==> src/rtl/riscv_dmem_arbiter_pkg.sv <==
// Shared widths, owner encodings and helpers for the data-memory arbiter.
// Owner encodings match the DARB_IDLE / DARB_OWN0 / DARB_OWN1 values used elsewhere in the core.
package riscv_dmem_arbiter_pkg;

  localparam int XLEN          = 32;
  localparam int DMEM_ADDR_BIT = 12;
  localparam int DMEM_AW       = DMEM_ADDR_BIT - 2;
  localparam int BSEL_W        = XLEN / 8;
  localparam int BURST_W       = 4;

  localparam logic [BURST_W-1:0] BURST_SAT = 4'd15;

  typedef enum logic [1:0] {
    DARB_IDLE = 2'd0,
    DARB_OWN0 = 2'd1,
    DARB_OWN1 = 2'd2
  } darb_owner_e;

  function automatic logic [BURST_W-1:0] burst_inc(input logic [BURST_W-1:0] cnt);
    return (cnt == BURST_SAT) ? cnt : cnt + 4'd1;
  endfunction

endpackage

==> src/rtl/riscv_dmem_arb_rr.sv <==
// Owner FSM, burst counter and grant decode for the two-port data-memory arbiter.
// state     | meaning
// DARB_IDLE | nobody requested last cycle; a tie goes to port 0
// DARB_OWN0 | port 0 was granted last cycle
// DARB_OWN1 | port 1 was granted last cycle
module riscv_dmem_arb_rr
  import riscv_dmem_arbiter_pkg::*;
#(
  parameter int RR_EN     = 1,
  parameter int MAX_GRANT = 4
) (
  input  logic       i_clk,
  input  logic       i_rst,
  input  logic [1:0] i_req,
  output logic [1:0] o_gnt
);

  localparam logic [BURST_W-1:0] MAX_G = BURST_W'(MAX_GRANT);

  darb_owner_e        owner_q, owner_d;
  logic [BURST_W-1:0] burst_q, burst_d;
  logic [1:0]         gnt_raw;
  logic               limit_hit;

  assign limit_hit = (burst_q >= MAX_G);

  always_ff @(posedge i_clk or posedge i_rst) begin
    if (i_rst) begin
      owner_q <= DARB_IDLE;
      burst_q <= '0;
    end else begin
      owner_q <= owner_d;
      burst_q <= burst_d;
    end
  end

  always_comb begin
    gnt_raw = 2'b00;
    owner_d = owner_q;
    burst_d = burst_q;

    case (i_req)
      2'b01: gnt_raw = 2'b01;
      2'b10: gnt_raw = 2'b10;
      2'b11: begin
        if ((RR_EN == 0) || (owner_q == DARB_IDLE)) begin
          gnt_raw = 2'b01;
        end else if (owner_q == DARB_OWN0) begin
          gnt_raw = limit_hit ? 2'b10 : 2'b01;
        end else begin
          gnt_raw = limit_hit ? 2'b01 : 2'b10;
        end
      end
      default: gnt_raw = 2'b00;
    endcase

    // The burst only grows while the loser keeps contending; a lone requester restarts at 1.
    if (gnt_raw == 2'b00) begin
      owner_d = DARB_IDLE;
      burst_d = '0;
    end else begin
      owner_d = gnt_raw[1] ? DARB_OWN1 : DARB_OWN0;
      if ((owner_d == owner_q) && (&i_req)) begin
        burst_d = burst_inc(burst_q);
      end else begin
        burst_d = 4'd1;
      end
    end
  end

  assign o_gnt = i_rst ? 2'b00 : gnt_raw;

endmodule

==> src/rtl/riscv_dmem_arbiter.sv <==
// Two-port arbiter in front of the single-port data memory (port 0 = LSU, port 1 = DMA/debug).
// Holds the request mux toward memory and the registered load-response path.
module riscv_dmem_arbiter
  import riscv_dmem_arbiter_pkg::*;
#(
  parameter int RR_EN     = 1,
  parameter int MAX_GRANT = 4
) (
  input  logic               i_clk,
  input  logic               i_rst,
  input  logic               i_req0,
  input  logic               i_req1,
  input  logic               i_wr0,
  input  logic               i_wr1,
  input  logic [DMEM_AW-1:0] i_addr0,
  input  logic [DMEM_AW-1:0] i_addr1,
  input  logic [BSEL_W-1:0]  i_bsel0,
  input  logic [BSEL_W-1:0]  i_bsel1,
  input  logic [XLEN-1:0]    i_wdata0,
  input  logic [XLEN-1:0]    i_wdata1,
  output logic               o_gnt0,
  output logic               o_gnt1,
  output logic               o_rvalid0,
  output logic               o_rvalid1,
  output logic [XLEN-1:0]    o_rdata,
  output logic [DMEM_AW-1:0] o_dmem_addr,
  output logic [BSEL_W-1:0]  o_dmem_bsel,
  output logic [XLEN-1:0]    o_dmem_wdata,
  output logic               o_dmem_wr_en,
  input  logic [XLEN-1:0]    i_dmem_rdata
);

  logic [1:0]      gnt;
  logic            load0, load1;
  logic            rvalid0_q, rvalid1_q;
  logic [XLEN-1:0] rdata_q;

  riscv_dmem_arb_rr #(
    .RR_EN     (RR_EN),
    .MAX_GRANT (MAX_GRANT)
  ) u_rr (
    .i_clk (i_clk),
    .i_rst (i_rst),
    .i_req ({i_req1, i_req0}),
    .o_gnt (gnt)
  );

  assign o_gnt0 = gnt[0];
  assign o_gnt1 = gnt[1];

  always_comb begin
    o_dmem_addr  = '0;
    o_dmem_bsel  = '0;
    o_dmem_wdata = '0;
    o_dmem_wr_en = 1'b0;
    if (gnt[0]) begin
      o_dmem_addr  = i_addr0;
      o_dmem_bsel  = i_bsel0;
      o_dmem_wdata = i_wdata0;
      o_dmem_wr_en = i_wr0;
    end else if (gnt[1]) begin
      o_dmem_addr  = i_addr1;
      o_dmem_bsel  = i_bsel1;
      o_dmem_wdata = i_wdata1;
      o_dmem_wr_en = i_wr1;
    end
  end

  assign load0 = gnt[0] & ~i_wr0;
  assign load1 = gnt[1] & ~i_wr1;

  // Read data is shared; it only moves on a granted load so it holds between loads.
  always_ff @(posedge i_clk or posedge i_rst) begin
    if (i_rst) begin
      rvalid0_q <= 1'b0;
      rvalid1_q <= 1'b0;
      rdata_q   <= '0;
    end else begin
      rvalid0_q <= load0;
      rvalid1_q <= load1;
      if (load0 || load1) begin
        rdata_q <= i_dmem_rdata;
      end
    end
  end

  assign o_rvalid0 = rvalid0_q;
  assign o_rvalid1 = rvalid1_q;
  assign o_rdata   = rdata_q;

endmodule

==> config.mk <==
export PLATFORM = sky130hd
export DESIGN_NAME = riscv_dmem_arbiter
export DESIGN_NICKNAME = d
export VERILOG_FILES = /design/src/rtl/riscv_dmem_arbiter_pkg.sv /design/src/rtl/riscv_dmem_arb_rr.sv /design/src/rtl/riscv_dmem_arbiter.sv
export SDC_FILE = /design/constraint.sdc
export NUM_CORES = 1
export LEC_CHECK = 0
export BUFFER_PORTS_ARGS = -buffer_cell sky130_fd_sc_hd__buf_2
export CORE_ASPECT_RATIO = 0.6
export CORE_MARGIN = 5
export CORE_UTILIZATION = 37
export DETAILED_ROUTE_END_ITERATION = 12
export GPL_ROUTABILITY_DRIVEN = 0
export PLACE_DENSITY = 0.84
export SETUP_SLACK_MARGIN = 0.5
export SLEW_MARGIN = 20
export SYNTH_ARGS = -nofsm -noshare
export SYNTH_HDL_FRONTEND = slang
export SYNTH_SLANG_ARGS = --single-unit
==> constraint.sdc <==
create_clock -name i_clk -period 3.1 [get_ports i_clk]
set_clock_uncertainty 0.1 [all_clocks]
set_input_delay 0.465 -clock i_clk [delete_from_list [all_inputs] [get_ports i_clk]]
set_output_delay 0.465 -clock i_clk [all_outputs]
set_load 0.01 [all_outputs]
Word level (Yosys, flattened, before mapping)
Cells that the tools add are included.
{ "totals": {"register_bits": 40, "in_bits": 130, "output_inout_bits": 83, "elab_cells": 42} }
{ "op_classes": {"addsub": 1, "n_lt_le_gt_ge": 1, "n_eq_ne": 7, "n_mux": 19, "bitwise_logic": 4, "reduce_logical": 5} }
{ "op_table": {"columns": ["cell", "n"], "rows": [
  ["$mux W32", 2],
  ["$mux W10", 2],
  ["$mux W4", 5],
  ["$mux W2", 7],
  ["$pmux W2 S3", 1],
  ["$add A4 B1 Y4 const B", 1],
  ["$eq A2 B1 Y1 const B", 2],
  ["$eq A2 B2 Y1 const B", 2],
  ["$eq A4 B4 Y1 const B", 1],
  ["$ge A4 B3 Y1 const B", 1],
  ["$logic_not A2 Y1", 2],
  ["$ne A3 B2 Y1 const B", 1],
  ["$and A1 B1 Y1", 2],
  ["$eq A2 B2 Y1", 1],
  ["$mux W1", 2],
  ["$not A1 Y1", 2],
  ["$reduce_and A2 Y1", 1],
  ["$logic_and A1 B1 Y1", 1],
  ["$logic_or A1 B1 Y1", 1]
]} }

Longest topological paths before layout
{ "depth": {"ltp_word": 10, "ltp_mapped": 7, "ltp_nobuf": 5} }

Hierarchy
Synthesis repeated with hierarchy kept, for this count alone.
{ "unflattened": {"cells_unflattened": 163, "area_unflattened_um2": 2158.3} }
{ "by_module_without_submodules": {"columns": ["module", "instances", "cells_per_inst", "area_each_um2", "seq_area_each_um2"], "rows": [
  ["riscv_dmem_arbiter", 1, 137, 1874.3, 850.8],
  ["riscv_dmem_arb_rr", 1, 26, 284.0, 150.1]
]} }

Worst setup path after synthesis
OpenSTA, ideal clock, no wires.
{ "synth_timing": {"path_kind": "input port to output port", "startpoint": "input i_rst", "endpoint": "output o_dmem_wdata[10]", "t_arrival_ns": 2.249, "required_ns": 2.535, "path_slack_ns": 0.286, "path_stages": 6, "n_path_buf": 2, "cell_sequence": "inv_1 -> nand2_2 -> inv_1 -> buf_2 -> buf_2 -> a22o_1"} }
{ "synth_between": {"elab_chain_cells": 3} }
{ "synth_lines": {"columns": ["element", "line_no", "source"], "rows": [
  ["start: declaration", "riscv_dmem_arbiter.sv:10", "input logic i_rst,"],
  ["$mux W2 *", "riscv_dmem_arb_rr.sv:71", "assign o_gnt = i_rst ? 2'b00 : gnt_raw;"],
  ["$mux W32", "riscv_dmem_arbiter.sv:61", "end else if (gnt[1]) begin"],
  ["$mux W32 *", "riscv_dmem_arbiter.sv:56", "if (gnt[0]) begin"],
  ["end: declaration", "riscv_dmem_arbiter.sv:28", "output logic [XLEN-1:0] o_dmem_wdata,"]
]} }
Every way passes the cells marked *; elsewhere a longest branch is shown, timed or not.

Worst setup path after layout
{ "layout_timing": {"startpoint": "register u_rr.burst_q[2]", "endpoint": "output o_dmem_wdata[5]"} }
{ "layout_between": {"elab_chain_cells": 8, "word_cells_on_any_way": 9, "classes_between": "order compare: 1; mux: 8"} }
{ "layout_lines": {"columns": ["element", "line_no", "source"], "rows": [
  ["start: declaration", "riscv_dmem_arb_rr.sv:21", "logic [BURST_W-1:0] burst_q, burst_d;"],
  ["start signal: assignment", "riscv_dmem_arb_rr.sv:33", "burst_q <= burst_d;"],
  ["$ge A4 B3 Y1 *", "riscv_dmem_arb_rr.sv:25", "assign limit_hit = (burst_q >= MAX_G);"],
  ["$mux W2, on equally long branches", "riscv_dmem_arb_rr.sv:51, riscv_dmem_arb_rr.sv:49", null],
  ["$mux W2 *", "riscv_dmem_arb_rr.sv:48", "end else if (owner_q == DARB_OWN0) begin"],
  ["$mux W2 *", "riscv_dmem_arb_rr.sv:46", "if ((RR_EN == 0) || (owner_q == DARB_IDLE)) begin"],
  ["$pmux W2 S3 *", "riscv_dmem_arb_rr.sv:42", "case (i_req)"],
  ["$mux W2 *", "riscv_dmem_arb_rr.sv:71", null],
  ["$mux W32", "riscv_dmem_arbiter.sv:61", null],
  ["$mux W32 *", "riscv_dmem_arbiter.sv:56", null]
]} }
Marked as above.

==> flow_summary.html <==
<table>
<tr><th>Metric</th><th>Value</th></tr>
<tr><th colspan="2">Place</th></tr>
<tr><td>Post-DP HPWL</td><td>6240 um</td></tr>
<tr><td>Inst Count DP</td><td>445</td></tr>
<tr><td>IO Port Bufs</td><td>212</td></tr>
<tr><th colspan="2">Pwr</th></tr>
<tr><td>PnR Total Power</td><td>1730 uW</td></tr>
<tr><td>Reported leakage power</td><td>0.00202 uW</td></tr>
<tr><td>Max rail drop VDD</td><td>0.000225 V</td></tr>
<tr><td>P per Cell Area</td><td>486 nW/um^2</td></tr>
<tr><th colspan="2">CTS</th></tr>
<tr><td>Number of clock buffers inserted by TritonCTS</td><td>5</td></tr>
<tr><td>Max H-tree Level</td><td>2</td></tr>
<tr><td>Root buffer cell</td><td>sky130_fd_sc_hd__clkbuf_8</td></tr>
<tr><td>Clk Latency, worst-skew pair</td><td>280 ps</td></tr>
<tr><td>Maximum root-to-sink buffer count</td><td>2</td></tr>
<tr><td>Clock transition at path regs</td><td>80 ps</td></tr>
<tr><td>Clk sinks</td><td>40</td></tr>
<tr><td>Hold bufs inserted after CTS</td><td>0</td></tr>
<tr><td>TritonCTS clock tree</td><td>yes</td></tr>
<tr><th colspan="2">Drt</th></tr>
<tr><td>Via-to-Cell Ratio</td><td>4.88</td></tr>
<tr><td>First DRT Iteration DRCs</td><td>119</td></tr>
<tr><td>First drt pass iteration count</td><td>4</td></tr>
<tr><td>Met2 routed wirelength</td><td>4060 um</td></tr>
<tr><td>Top sig layer</td><td>met4</td></tr>
<tr><td>Via count</td><td>2,260</td></tr>
<tr><td>Total wirelength of the detailed-routed design</td><td>7860 um</td></tr>
<tr><td>DRC violations left</td><td>0</td></tr>
<tr><td>Detailed-routed wire length on met3</td><td>559 um</td></tr>
<tr><td>Average wire per cell in the routed design</td><td>17.0 um</td></tr>
<tr><td>Detail Route Antenna Nets</td><td>0</td></tr>
<tr><td>Wire length on met1</td><td>3130 um</td></tr>
<tr><th colspan="2">Floorplanning</th></tr>
<tr><td>Die boundary width</td><td>110 um</td></tr>
<tr><td>Floorplan die height</td><td>70.1 um</td></tr>
<tr><td>Initial standard-cell utilization of the core</td><td>0.391</td></tr>
<tr><td>Top-Level Pins</td><td>213</td></tr>
<tr><td>Die area</td><td>7730 um^2</td></tr>
<tr><td>Placeable core region</td><td>5700 um^2</td></tr>
<tr><td>Rows</td><td>21</td></tr>
<tr><th colspan="2">Finish</th></tr>
<tr><td>Commonest non-fill, non-tap cell in the layout</td><td>sky130_fd_sc_hd__buf_2</td></tr>
<tr><td>Count of antenna diodes in the layout</td><td>0</td></tr>
<tr><td>Relative area change from synthesis to final layout</td><td>60.0%</td></tr>
<tr><td>Top library cells by usage in the layout, fill and taps aside</td><td>212 x sky130_fd_sc_hd__buf_2, 47 x sky130_fd_sc_hd__a22o_1, 40 x sky130_fd_sc_hd__dfrtp_1</td></tr>
<tr><td>Proportion of layout cells with a drive suffix above 1</td><td>0.718</td></tr>
<tr><td>Number of nets in the layout</td><td>513</td></tr>
<tr><td>Count of placed standard cells in the final layout, fillers left out</td><td>463</td></tr>
<tr><td>Fill count</td><td>487</td></tr>
<tr><th colspan="2">Global routing</th></tr>
<tr><td>First-pass GRT wire length</td><td>11,600 um</td></tr>
<tr><td>All-Layer GR Usage</td><td>0.188</td></tr>
<tr><td>Initial antenna violation count</td><td>0</td></tr>
<tr><td>Pin count of the biggest net entering global routing</td><td>49</td></tr>
<tr><td>Number of global-route vias before repair</td><td>2,401</td></tr>
<tr><td>Residual overflow from global routing</td><td>0</td></tr>
<tr><th colspan="2">Setup path</th></tr>
<tr><td>Crit. End Element</td><td>primary output</td></tr>
<tr><td>Endpoint of the worst-slack reg-to-reg timing path</td><td>o_rdata[23]</td></tr>
<tr><td>Source of the worst register-to-register timing path</td><td>u_rr.burst_q[2]</td></tr>
<tr><td>Highest net fanout along the worst path</td><td>48</td></tr>
<tr><td>Worst r2r path cells</td><td>9</td></tr>
<tr><td>Endpoint arrival time on the critical path</td><td>2050 ps</td></tr>
<tr><td>Register-to-register setup slack</td><td>720 ps</td></tr>
<tr><td>Kind of start point of the critical path</td><td>flip-flop</td></tr>
<tr><td>Class of the most critical setup path</td><td>reg2out</td></tr>
<tr><td>Required time of the critical path</td><td>2530 ps</td></tr>
<tr><th colspan="2">STA</th></tr>
<tr><td>Sum of negative setup slack</td><td>0 ps</td></tr>
<tr><td>Hold violation total from the final report</td><td>0</td></tr>
<tr><td>Fin. max-slew vios</td><td>0</td></tr>
<tr><td>Final critical path time including I/O delays and setup</td><td>2620 ps</td></tr>
<tr><td>RSZ-0062 raised after global routing</td><td>true</td></tr>
<tr><td>Highest achievable clock rate</td><td>0.382 GHz</td></tr>
<tr><td>Final Setup Violations</td><td>0</td></tr>
<tr><td>Crit share post-route</td><td>0.844</td></tr>
<tr><th colspan="2">Job</th></tr>
<tr><td>Max-capacitance violation count</td><td>0</td></tr>
<tr><th colspan="2">Yosys</th></tr>
<tr><td>Synthesis Warnings</td><td>0</td></tr>
<tr><td>Number of unique standard cell types used by synthesis</td><td>29</td></tr>
<tr><td>Synth Instances</td><td>163</td></tr>
<tr><td>Total nets after synthesis</td><td>294</td></tr>
<tr><td>Sequential cell area fraction in the yosys report</td><td>0.449</td></tr>
<tr><td>Avg Cell Area, Syn</td><td>13.7 um^2</td></tr>
<tr><td>Post-synthesis sequential element count</td><td>40</td></tr>
<tr><td>Synth Cell Area</td><td>2230 um^2</td></tr>
<tr><th colspan="2">Worst hold path</th></tr>
<tr><td>Hold WC Path Type</td><td>in2async</td></tr>
<tr><th colspan="2">Outcome</th></tr>
<tr><td>Result of the run</td><td>finished, final reports clean</td></tr>
</table>
-- per-stage QoR --
step                worst slack (ps)  cell area [um^2]  hold slack [ps]   util
finish                           484              3570             5.42  0.626
global route                     386              3570             4.98  0.626
CTS                              487              3500           0.0280  0.613
detailed placement               422              3320              312  0.583
global placement                 485              3320              304  0.583
floorplan                        572              2230              367      -
-- critical path: stages, from the launching register on --
cell and delay [ps]:
sky130_fd_sc_hd__dfrtp_1 420, sky130_fd_sc_hd__or4b_1 540, sky130_fd_sc_hd__o311a_4 170, sky130_fd_sc_hd__nand2_4 110, sky130_fd_sc_hd__inv_12 90, sky130_fd_sc_hd__a22o_1 260
sky130_fd_sc_hd__buf_2 150
-- synth_stat cells (all sizes together) --
cell | number | area [um^2]
mux2i | 1 | 10.0
a22o | 47 | 412
inv | 6 | 22.5
nand2 | 3 | 21.3
nor2b | 1 | 6.26
dfrtp | 40 | 1000
or4b | 1 | 10.0
conb | 1 | 3.75
xor2 | 1 | 8.76
nand4 | 1 | 6.26
nor2 | 6 | 22.5
a311oi | 1 | 26.3
o22ai | 1 | 20.0
clkbuf | 2 | 7.51
a21oi | 2 | 10.0
nand3 | 1 | 5.00
mux2 | 32 | 473
nor3 | 1 | 5.00
or2 | 1 | 6.26
buf | 11 | 113
o311a | 1 | 11.3
and4bb | 1 | 16.3
ha | 1 | 12.5
-- sequential cells by signal (all words and copies together), names as in the netlist --
signal,count
u_rr.owner_q,2
o_rvalid0,1
u_rr.burst_q,4
o_rdata,32
o_rvalid1,1
-- kinds of logic after synthesis --
family / count (synthesis) / synth area share
AOI/OAI and AO/OA: 52 / 0.215
xor gates and xnor gates: 1 / 0.00393
adders and majority gates: 1 / 0.00561
buffers and inverters: 19 / 0.0640
DFF: 40 / 0.449
muxes: 33 / 0.217
other: 1 / 0.00168
and+or+nand+nor: 16 / 0.0443
-- power by group --
| group | leakage (uW) | internal (uW) | switching [uW] |
|---|---|---|---|
| Clock | 0.0000614 | 263 | 181 |
| Combinational | 0.00148 | 343 | 267 |
| Sequential | 0.000479 | 623 | 55.5 |
| Total | 0.00202 | 1230 | 504 |
-- cell type report --
type	count	area [um^2]	share of cell area
clock buffers	6	82.6	0.0231
clock inverters	2	38.8	0.0109
inverters	6	42.5	0.0119
multi-input cells	104	1100	0.308
flip-flops and latches	40	1000	0.281
well taps	80	100	0.0281
repair buffers	225	1200	0.338
-- per-layer routing --
layer | vias up | global-route usage
met2 | 106 | 0.332
li1 | 1055 | -
met5 | - | 0
met4 | 0 | 0.0383
met3 | 8 | 0.0497
met1 | 1091 | 0.230
-- what timing repair did --
action / in CTS / in global routing
pin swaps: 2 / 1
cloned: 0 / 1
endpoints found under the setup margin: 49 / 47
buffers inserted: 5 / 4
gates resized for setup: 5 / 3
-- how the worst max path moves through the flow --
stage | cells after the start | startpoint | end | slack, ps
finish | 6 | u_rr.burst_q[2] | o_dmem_wdata[5] | 480
global route | 7 | u_rr.burst_q[2] | o_dmem_wdata[5] | 390
CTS | 6 | u_rr.burst_q[3] | o_dmem_bsel[1] | 490
detailed placement | 8 | i_req1 | o_dmem_bsel[1] | 420
global placement | 7 | i_req0 | o_dmem_wdata[5] | 480
floorplan | 6 | i_rst | o_dmem_wdata[10] | 570
Power figures use the tool's default switching activity.
